## src/rtl/mips_multicycle_control.sv

```systemverilog
// Multi-cycle MIPS main control FSM with memory-ready handshake, wait timeout and illegal-op trap.
// Outputs are Moore decodes of state; FETCH enables and MEMWR completion follow mem_ready.
module mips_multicycle_control #(
    parameter int unsigned MEM_TIMEOUT = 16,
    parameter int unsigned CNT_W       = 5
) (
    input  logic       clk,
    input  logic       reset,
    input  logic [5:0] op,
    input  logic       zero,
    input  logic       mem_ready,
    output logic       PCWrite,
    output logic       PCWriteCond,
    output logic       IorD,
    output logic       MemRead,
    output logic       MemWrite,
    output logic       IRWrite,
    output logic       MemtoReg,
    output logic       RegDst,
    output logic       RegWrite,
    output logic       AluSrcA,
    output logic [1:0] AluSrcB,
    output logic [1:0] Aluop,
    output logic [1:0] PCSource,
    output logic       instr_done,
    output logic [1:0] err,
    output logic [3:0] state
);

    typedef enum logic [3:0] {
        StIdle   = 4'd0,
        StFetch  = 4'd1,
        StDecode = 4'd2,
        StMemAdr = 4'd3,
        StMemRd  = 4'd4,
        StMemWb  = 4'd5,
        StMemWr  = 4'd6,
        StExec   = 4'd7,
        StAluWb  = 4'd8,
        StBranch = 4'd9,
        StJump   = 4'd10,
        StTrap   = 4'd15
    } state_e;

    state_e           r_state;
    state_e           w_state_next;
    logic [CNT_W-1:0] r_cnt;
    logic [CNT_W-1:0] w_cnt_next;
    logic [1:0]       r_err;
    logic [1:0]       w_err_next;
    logic             w_mem_state;
    logic             w_timeout;

    // zero is consumed by the datapath together with PCWriteCond, not by this FSM.
    logic w_unused_zero;
    assign w_unused_zero = zero;

    always_ff @(posedge clk) begin
        if (reset) begin
            r_state <= StIdle;
            r_cnt   <= '0;
            r_err   <= 2'b00;
        end else begin
            r_state <= w_state_next;
            r_cnt   <= w_cnt_next;
            r_err   <= w_err_next;
        end
    end

    always_comb begin
        PCWrite      = 1'b0;
        PCWriteCond  = 1'b0;
        IorD         = 1'b0;
        MemRead      = 1'b0;
        MemWrite     = 1'b0;
        IRWrite      = 1'b0;
        MemtoReg     = 1'b0;
        RegDst       = 1'b0;
        RegWrite     = 1'b0;
        AluSrcA      = 1'b0;
        AluSrcB      = 2'b00;
        Aluop        = 2'b00;
        PCSource     = 2'b00;
        instr_done   = 1'b0;
        w_state_next = r_state;
        w_err_next   = r_err;

        w_mem_state = (r_state == StFetch) || (r_state == StMemRd) || (r_state == StMemWr);
        w_timeout   = w_mem_state && !mem_ready && (r_cnt == CNT_W'(MEM_TIMEOUT - 1));

        case (r_state)
            StIdle: w_state_next = StFetch;
            StFetch: begin
                MemRead = 1'b1;
                AluSrcB = 2'b01;
                IRWrite = mem_ready;
                PCWrite = mem_ready;
                if (mem_ready) w_state_next = StDecode;
            end
            StDecode: begin
                AluSrcB = 2'b11;
                case (op)
                    6'b000000:           w_state_next = StExec;
                    6'b100011, 6'b101011: w_state_next = StMemAdr;
                    6'b000100:           w_state_next = StBranch;
                    6'b000010:           w_state_next = StJump;
                    default:             w_state_next = StTrap;
                endcase
            end
            StMemAdr: begin
                AluSrcA      = 1'b1;
                AluSrcB      = 2'b10;
                w_state_next = op[3] ? StMemWr : StMemRd;
            end
            StMemRd: begin
                MemRead = 1'b1;
                IorD    = 1'b1;
                if (mem_ready) w_state_next = StMemWb;
            end
            StMemWb: begin
                RegWrite     = 1'b1;
                MemtoReg     = 1'b1;
                instr_done   = 1'b1;
                w_state_next = StFetch;
            end
            StMemWr: begin
                MemWrite   = 1'b1;
                IorD       = 1'b1;
                instr_done = mem_ready;
                if (mem_ready) w_state_next = StFetch;
            end
            StExec: begin
                AluSrcA      = 1'b1;
                Aluop        = 2'b10;
                w_state_next = StAluWb;
            end
            StAluWb: begin
                RegWrite     = 1'b1;
                RegDst       = 1'b1;
                instr_done   = 1'b1;
                w_state_next = StFetch;
            end
            StBranch: begin
                AluSrcA      = 1'b1;
                Aluop        = 2'b01;
                PCWriteCond  = 1'b1;
                PCSource     = 2'b01;
                instr_done   = 1'b1;
                w_state_next = StFetch;
            end
            StJump: begin
                PCWrite      = 1'b1;
                PCSource     = 2'b10;
                instr_done   = 1'b1;
                w_state_next = StFetch;
            end
            StTrap:  w_state_next = StTrap;
            default: w_state_next = StIdle;
        endcase

        // A stalled access that runs out of budget must not complete any side effect.
        if (w_timeout) begin
            PCWrite      = 1'b0;
            MemRead      = 1'b0;
            MemWrite     = 1'b0;
            IRWrite      = 1'b0;
            instr_done   = 1'b0;
            w_state_next = StTrap;
        end

        if ((w_state_next == StTrap) && (r_state != StTrap)) begin
            w_err_next = w_timeout ? 2'b01 : 2'b10;
        end

        if (w_state_next != r_state) begin
            w_cnt_next = '0;
        end else if (w_mem_state && !mem_ready) begin
            w_cnt_next = r_cnt + 1'b1;
        end else begin
            w_cnt_next = r_cnt;
        end
    end

    assign err   = r_err;
    assign state = r_state;

endmodule
```

## config.mk

```make
export PLATFORM = sky130hd
export DESIGN_NAME = mips_multicycle_control
export DESIGN_NICKNAME = d
export VERILOG_FILES = /design/src/rtl/mips_multicycle_control.sv
export SDC_FILE = /design/constraint.sdc
export NUM_CORES = 1
export LEC_CHECK = 0
export BUFFER_PORTS_ARGS = -buffer_cell sky130_fd_sc_hd__buf_2
export CAP_MARGIN = 20
export CORE_UTILIZATION = 45
export CTS_BUF_LIST = sky130_fd_sc_hd__clkbuf_4 sky130_fd_sc_hd__clkbuf_8
export DETAILED_ROUTE_END_ITERATION = 10
export PLACE_DENSITY = 0.88
export SYNTH_ARGS = -nofsm -noshare
export SYNTH_HDL_FRONTEND = slang
export SYNTH_SLANG_ARGS = --single-unit
export TNS_END_PERCENT = 1
```

## constraint.sdc

```tcl
create_clock -name clk -period 2.1 [get_ports clk]
set_input_delay 0.21 -clock clk [delete_from_list [all_inputs] [get_ports clk]]
set_output_delay 0.21 -clock clk [all_outputs]
set_load 0.01 [all_outputs]
```

==> reports/qor.txt, run 1 <==
Most used DFF post-synth: dfxtp_1
Core footprint: 1980 sq um
CTS root buffer: clkbuf_4
Post-synthesis cell area: 962 sq um
Leak pwr: 0.000616 uW
Final GP Congestion: 0.844
Synth Instances: 120
Worst Setup End Kind: flip-flop
Largest net degree at the start of global routing: 14
Number of synthesized register bits: 11
Routed wire length: 2630 microns
Post-synth ARST share: 0
Mean instance size in the synthesized netlist: 8.02 sq um
Final non-filler cell area: 1360 sq um
Worst Path Buf+Inv: 0
DP HPWL: 1920 microns
Status: complete, but fails checks
Final period util: 1.04
CTS tree: done
Number of global-route vias before repair: 938
Hold WC Path Type: input port to flip-flop
Number of synthesized flops with an enable pin: 0
Hold bufs inserted after CTS: 0
RSZ-0062 raised after global routing: yes
Crit path cell chain: ha_4, and3_4, ha_4, a21oi_1, o21ai_1, or3_1, a211o_1, nor4_2
Worst relative slew slack: 0.557
Die X: 48.2 microns
Max Fclk: 0.460 GHz
CTS sink count: 11
Setup TNS: -0.237 ns
Clock tree buffer depth: 2
GRT Util Overall: 0.243
Critical-path top delay cell: a211o_1
Synthesized Nets: 132
Violated checks: negative setup slack
Initial antenna violation count: 0
Fin Hold WS: 0.260 ns
Grt total ovfl: 0
Remaining DRCs: 0
Clk_lat worst skew: 0.28 ns
Share of cells above drive strength 1: 0.479
Post-synthesis sequential area ratio: 0.229
CTS buffer count: 3
Row Count: 16
CP arrival: 2.35 ns
DR iter-0 viols: 26
First-pass GRT wire length: 3930 microns
Port Buf Inserts: 31
Final worst slack: -0.0757 ns
Least-Margin Pin Slew: 0.660 ns
Fill cells: 157
Die H: 48.2 microns
Initial Util: 0.485
WP data required: 2.28 ns
IO Pins: 33
Final min period: 2.18 ns
Max-cap violations: 0
Layout area overhead: 41.6%
CP startpoint kind: flip-flop
Fin util: 0.688
Fin nets: 178
Fin. max-slew vios: 0
Max incr delay on CP: 0.41 ns
WL/cell: 13.7 microns
Worst vdd rail ir drop: 0.508 mV
Yosys Warn Count: 0
Die area: 2330 sq um
Via density: 5.65
CTS clk-pin slew, worst paths: 0.07 ns
Pwr per Cell Area: 638 nW/um^2
Via count: 1,085
Final hold vios: 0
Critical path's top delay family: simple AND/OR/NAND/NOR gates
DP Area: 1230 sq um
Pre-antenna DRT Iters: 4
FF-to-FF path depth: 8
CP max FO: 5
DRT antenna net count: 0
Netlist cell types: 48
Critical Setup Path Class: flip-flop to flip-flop
Worst path depth: 8
Worst clock skew: 0.00405 ns
Hold Path Stages: 2
Max H-tree Level: 1
CP dominant cell by count: ha_4
Ant. Diodes: 0
Setup violators final: 5
## synth_stat cells (2+ instances only)
cell / number / area (sq um)
a21o_1: 2 / 15.0
inv_1: 7 / 26.3
xnor2_1: 4 / 35.0
a211o_1: 2 / 17.5
nor2b_1: 2 / 12.5
a21oi_1: 7 / 35.0
o21ai_1: 3 / 15.0
and2_1: 3 / 18.8
or2_2: 3 / 18.8
buf_2: 4 / 20.0
nor2_1: 16 / 60.1
nor4_1: 7 / 43.8
dfxtp_1: 11 / 220
a221oi_2: 2 / 30.0
nand2b_1: 4 / 25.0
nand2_1: 4 / 15.0
ha_1: 2 / 25.0
nor3_1: 4 / 20.0
mux2i_1: 3 / 30.0
buf_4: 2 / 15.0
## logic make-up after synthesis
family,count (synthesis),synth area share
multiplexers,4,0.0429
AND/OR/NAND/NOR,52,0.325
XOR/XNOR,5,0.0455
AO/OA/AOI/OAI,30,0.248
buffers and inverters,16,0.0832
adder cells (fa/ha/maj),2,0.0260
flip-flops,11,0.229
## stage by stage
step / cells / power [uW] / setup slack (ns)
finish: 192 / 869 / -0.0757
global route: 192 / 921 / -0.125
global placement: 185 / 653 / -0.0915
detailed placement: 185 / 665 / -0.235
floorplan: 120 / 517 / 0.0190
CTS: 192 / 852 / -0.0268
## final timing paths
kind / from / end / slack (ns)
setup reg to reg: r_cnt[0] / r_cnt[2] / -0.08
hold / removal: reset / state[0] / 0.26
hold reg to reg: err[1] / err[1] / 0.48
setup / recovery: r_cnt[0] / r_cnt[2] / -0.08
## cell usage in the layout (no fill, tap or decap), drive strengths merged, types with 2 or more instances in the layout
| master | count |
|---|---|
| nor3 | 4 |
| ha | 2 |
| a21o | 2 |
| xnor2 | 4 |
| a221oi | 2 |
| nor4 | 8 |
| nor3b | 2 |
| nor2b | 2 |
| buf | 49 |
| inv | 8 |
| o21ai | 3 |
| nand2b | 4 |
| mux2i | 3 |
| or2 | 3 |
| and2 | 3 |
| a211o | 2 |
| clkbuf | 4 |
| nand2 | 4 |
| dfxtp | 11 |
| a21oi | 8 |
| nor2 | 16 |
| o31ai | 2 |
## repair_timing
item	CTS	global route
resized for setup	12	5
endpoints found under the setup margin	8	9
setup buffers	3	0
pin swaps	10	1
## sequential cells by signal, summed over array words and instances, names as in the netlist
register	cells
err	2
r_cnt	5
state	4
## power breakdown
part           leakage, uW  total, uW  internal, uW  switching (uW)
Clock            0.0000184        163          86.7            76.4
Sequential       0.0000906        250           223            27.4
Combinational     0.000507        456           207             248
## layout make-up
type                            instances  area, sq um  share of cell area
Multi-Input combinational cell         93          742               0.545
Timing Repair Buffer                   49          303               0.222
Sequential cell                        11          224               0.164
Tap cell                               27         33.8              0.0248
Clock buffer                            4         30.0              0.0220
Inverter                                8         30.0              0.0220
## layer usage
layer  track usage  vias to the layer above  wire length, microns
li1              -                      524                     -
met1         0.252                      515                  1080
met2         0.472                       38                  1370
met3        0.0185                        8                   125
met4         0.133                        0                    54
met5             0                        -                     0
Power figures use the tool's default switching activity.
==> run 2: changes to the inputs <==
--- a/config.mk
+++ b/config.mk
@@ -10,7 +10,8 @@
 export CORE_UTILIZATION = 45
 export CTS_BUF_LIST = sky130_fd_sc_hd__clkbuf_4 sky130_fd_sc_hd__clkbuf_8
 export DETAILED_ROUTE_END_ITERATION = 10
-export PLACE_DENSITY = 0.88
+export PLACE_DENSITY = 0.85
+export SETUP_SLACK_MARGIN = 0.2
 export SYNTH_ARGS = -nofsm -noshare
 export SYNTH_HDL_FRONTEND = slang
 export SYNTH_SLANG_ARGS = --single-unit
==> run 2 against run 1 <==
Net effect: the run now ends clean; first-iteration DRC count fell by 46%; combinational power rose by 8.6%; critical path depth rose by 1; largest cell class unchanged; cell count fell by 2.1%; worst setup slack improved by 0.090 ns.
==> reports/qor.txt, run 2 (same netlist as run 1, synthesis figures left out) <==
Pwr per Cell Area: 645 nW/um^2 (+1.1%)
Hold endpoint: state[2]
CP arrival: 2.26 ns (-0.09 ns)
Status: complete, no violations
Critical Setup Path Class: flip-flop to flip-flop
Core footprint: 1980 sq um (unchanged)
Final min period: 2.09 ns (-0.0900 ns)
Crit path cell chain: ha_4, and3_4, ha_4, or2_4, a22oi_2, o31ai_4, mux2i_1, a211o_4, nor4_4
Hold bufs inserted after CTS: 0 (unchanged)
Layout area overhead: 46.2%
Initial antenna violation count: 0 (unchanged)
RSZ-0062 raised after global routing: yes
Worst reg2reg startpoint: r_cnt[1]
Die H: 48.2 microns (unchanged)
Worst vdd rail ir drop: 0.610 mV (+20%)
Final period util: 0.993 (-0.0429)
CP max FO: 5 (unchanged)
Worst hold path startpoint: reset
Pre-antenna DRT Iters: 4 (unchanged)
CP Launch Point: r_cnt[1]
Max H-tree Level: 1 (unchanged)
Via density: 5.69 (+0.72%)
WP data required: 2.28 ns (about the same)
CP dominant cell by count: ha_4
GRT Util Overall: 0.234 (-0.00916)
FF-to-FF path depth: 9 (+1)
DRT antenna net count: 0 (unchanged)
RR Endpoint: r_cnt[2]
Number of global-route vias before repair: 898 (-4.3%)
CTS clk-pin slew, worst paths: 0.07 ns (about the same)
Share of cells above drive strength 1: 0.516 (+0.0367)
Ant. Diodes: 0 (unchanged)
Worst Setup End Kind: flip-flop
Critical-path top delay cell: dfxtp_2
Final hold vios: 0 (unchanged)
Largest net degree at the start of global routing: 14 (unchanged)
Max incr delay on CP: 0.34 ns (-0.07 ns)
Top reg by flops: r_cnt
Worst clock skew: 0.00330 ns (-0.000757 ns)
Remaining DRCs: 0 (unchanged)
Placed cell count: 180 (-2.7%)
Port Buf Inserts: 31 (unchanged)
Fin. max-slew vios: 0 (unchanged)
Routed wire length: 2710 microns (+3.0%)
Grt total ovfl: 0 (unchanged)
DP HPWL: 1850 microns (-3.2%)
DR iter-0 viols: 14 (-46%)
IO Pins: 33 (unchanged)
CP startpoint kind: flip-flop
Initial Util: 0.485 (unchanged)
WL/cell: 14.4 microns (+5.2%)
Most frequent cells in the layout: 31 x buf_2, 16 x nor2_1, 13 x buf_4
Final std cells w/o fill: 188 (-2.1%)
Setup violators final: 0 (-5)
Max FFs per register: 5 (unchanged)
Clk_lat worst skew: 0.27 ns (about the same)
Most common cell after layout, fill and taps aside: buf_2
Least-Margin Pin Slew: 0.572 ns (-0.0874 ns)
Flop2flop setup slack: 0.01 ns (+0.09 ns)
Via count: 1,070 (-1.4%)
Die X: 48.2 microns (unchanged)
CTS tree: done
Max Fclk: 0.479 GHz (+4.3%)
Hold WC Path Type: input port to flip-flop
Place WS: -0.0222 ns (+0.213 ns)
Final GP Congestion: 0.766 (-9.3%)
Die area: 2330 sq um (unchanged)
Max-cap violations: 0 (unchanged)
Final worst slack: 0.0143 ns (+0.0900 ns)
Clock tree buffer depth: 2 (unchanged)
Worst relative slew slack: 0.616 (+0.0589)
CTS buffer count: 3 (unchanged)
Leak pwr: 0.000609 uW (-1.1%)
Fin nets: 174 (-2.2%)
Hold Path Stages: 2 (unchanged)
CTS root buffer: clkbuf_4
CTS sink count: 11 (unchanged)
Row Count: 16 (unchanged)
First-pass GRT wire length: 3730 microns (-5.3%)
Fill cells: 156 (-0.64%)
==> run 2: how the worst max path moves through the flow <==
stage          cells past startpoint  endpoint
2_1_floorplan                      9    err[0]
3_3_place_gp                       9    err[0]
3_5_place_dp                       9    err[0]
4_1_cts                            9    err[0]
5_1_grt                            7  r_cnt[2]
6_report                           9  r_cnt[2]
==> run 2: repair_timing <==
item	CTS	global route
setup buffers	3	1
pin swaps	8	9
endpoints found under the setup margin	11	12
resized for setup	4	19
==> run 2: per-stage QoR <==
step / setup TNS (ns) / total power (uW) / hold WS [ns] / utilization / cell area (sq um)
after CTS: 0 / 818 / 0.240 / 0.647 / 1280
after global placement: 0 / 631 / 0.437 / 0.614 / 1220
after global routing: -0.285 / 960 / 0.316 / 0.710 / 1410
after detailed placement: -0.0420 / 645 / 0.452 / 0.614 / 1220
final: 0 / 907 / 0.300 / 0.710 / 1410
after floorplan: 0 / 522 / 0.406 / - / 1000
==> run 2: metal layers <==
layer | wire length [microns] | up-vias | track usage
li1 | - | 513 | -
met1 | 1090 | 508 | 0.243
met2 | 1460 | 39 | 0.464
met3 | 96 | 10 | 0.0111
met4 | 72 | 0 | 0.117
met5 | 0 | - | 0
==> run 2: cell type report <==
| class | instances | area, sq um | area share |
|---|---|---|---|
| multi-input cells | 93 | 820 | 0.583 |
| repair buffers | 45 | 264 | 0.188 |
| flip-flops and latches | 11 | 229 | 0.163 |
| well taps | 27 | 33.8 | 0.0240 |
| clock buffers | 4 | 30.0 | 0.0214 |
| inverters | 8 | 30.0 | 0.0214 |
==> run 2: report_power, final <==
part / internal [uW] / leakage, uW / switching [uW] / total [uW]
clock: 86.5 / 0.0000184 / 73.0 / 159
sequential: 224 / 0.0000919 / 28.0 / 252
combinational: 215 / 0.000499 / 280 / 495
==> run 2: worst max-delay path: cells and delay by family, from the launching register on <==
family	cells	cell delay (ns)
AOI/OAI and AO/OA	3	0.61
muxes	1	0.15
and+or+nand+nor	3	0.57
DFF	1	0.34
adders and majority gates	2	0.32
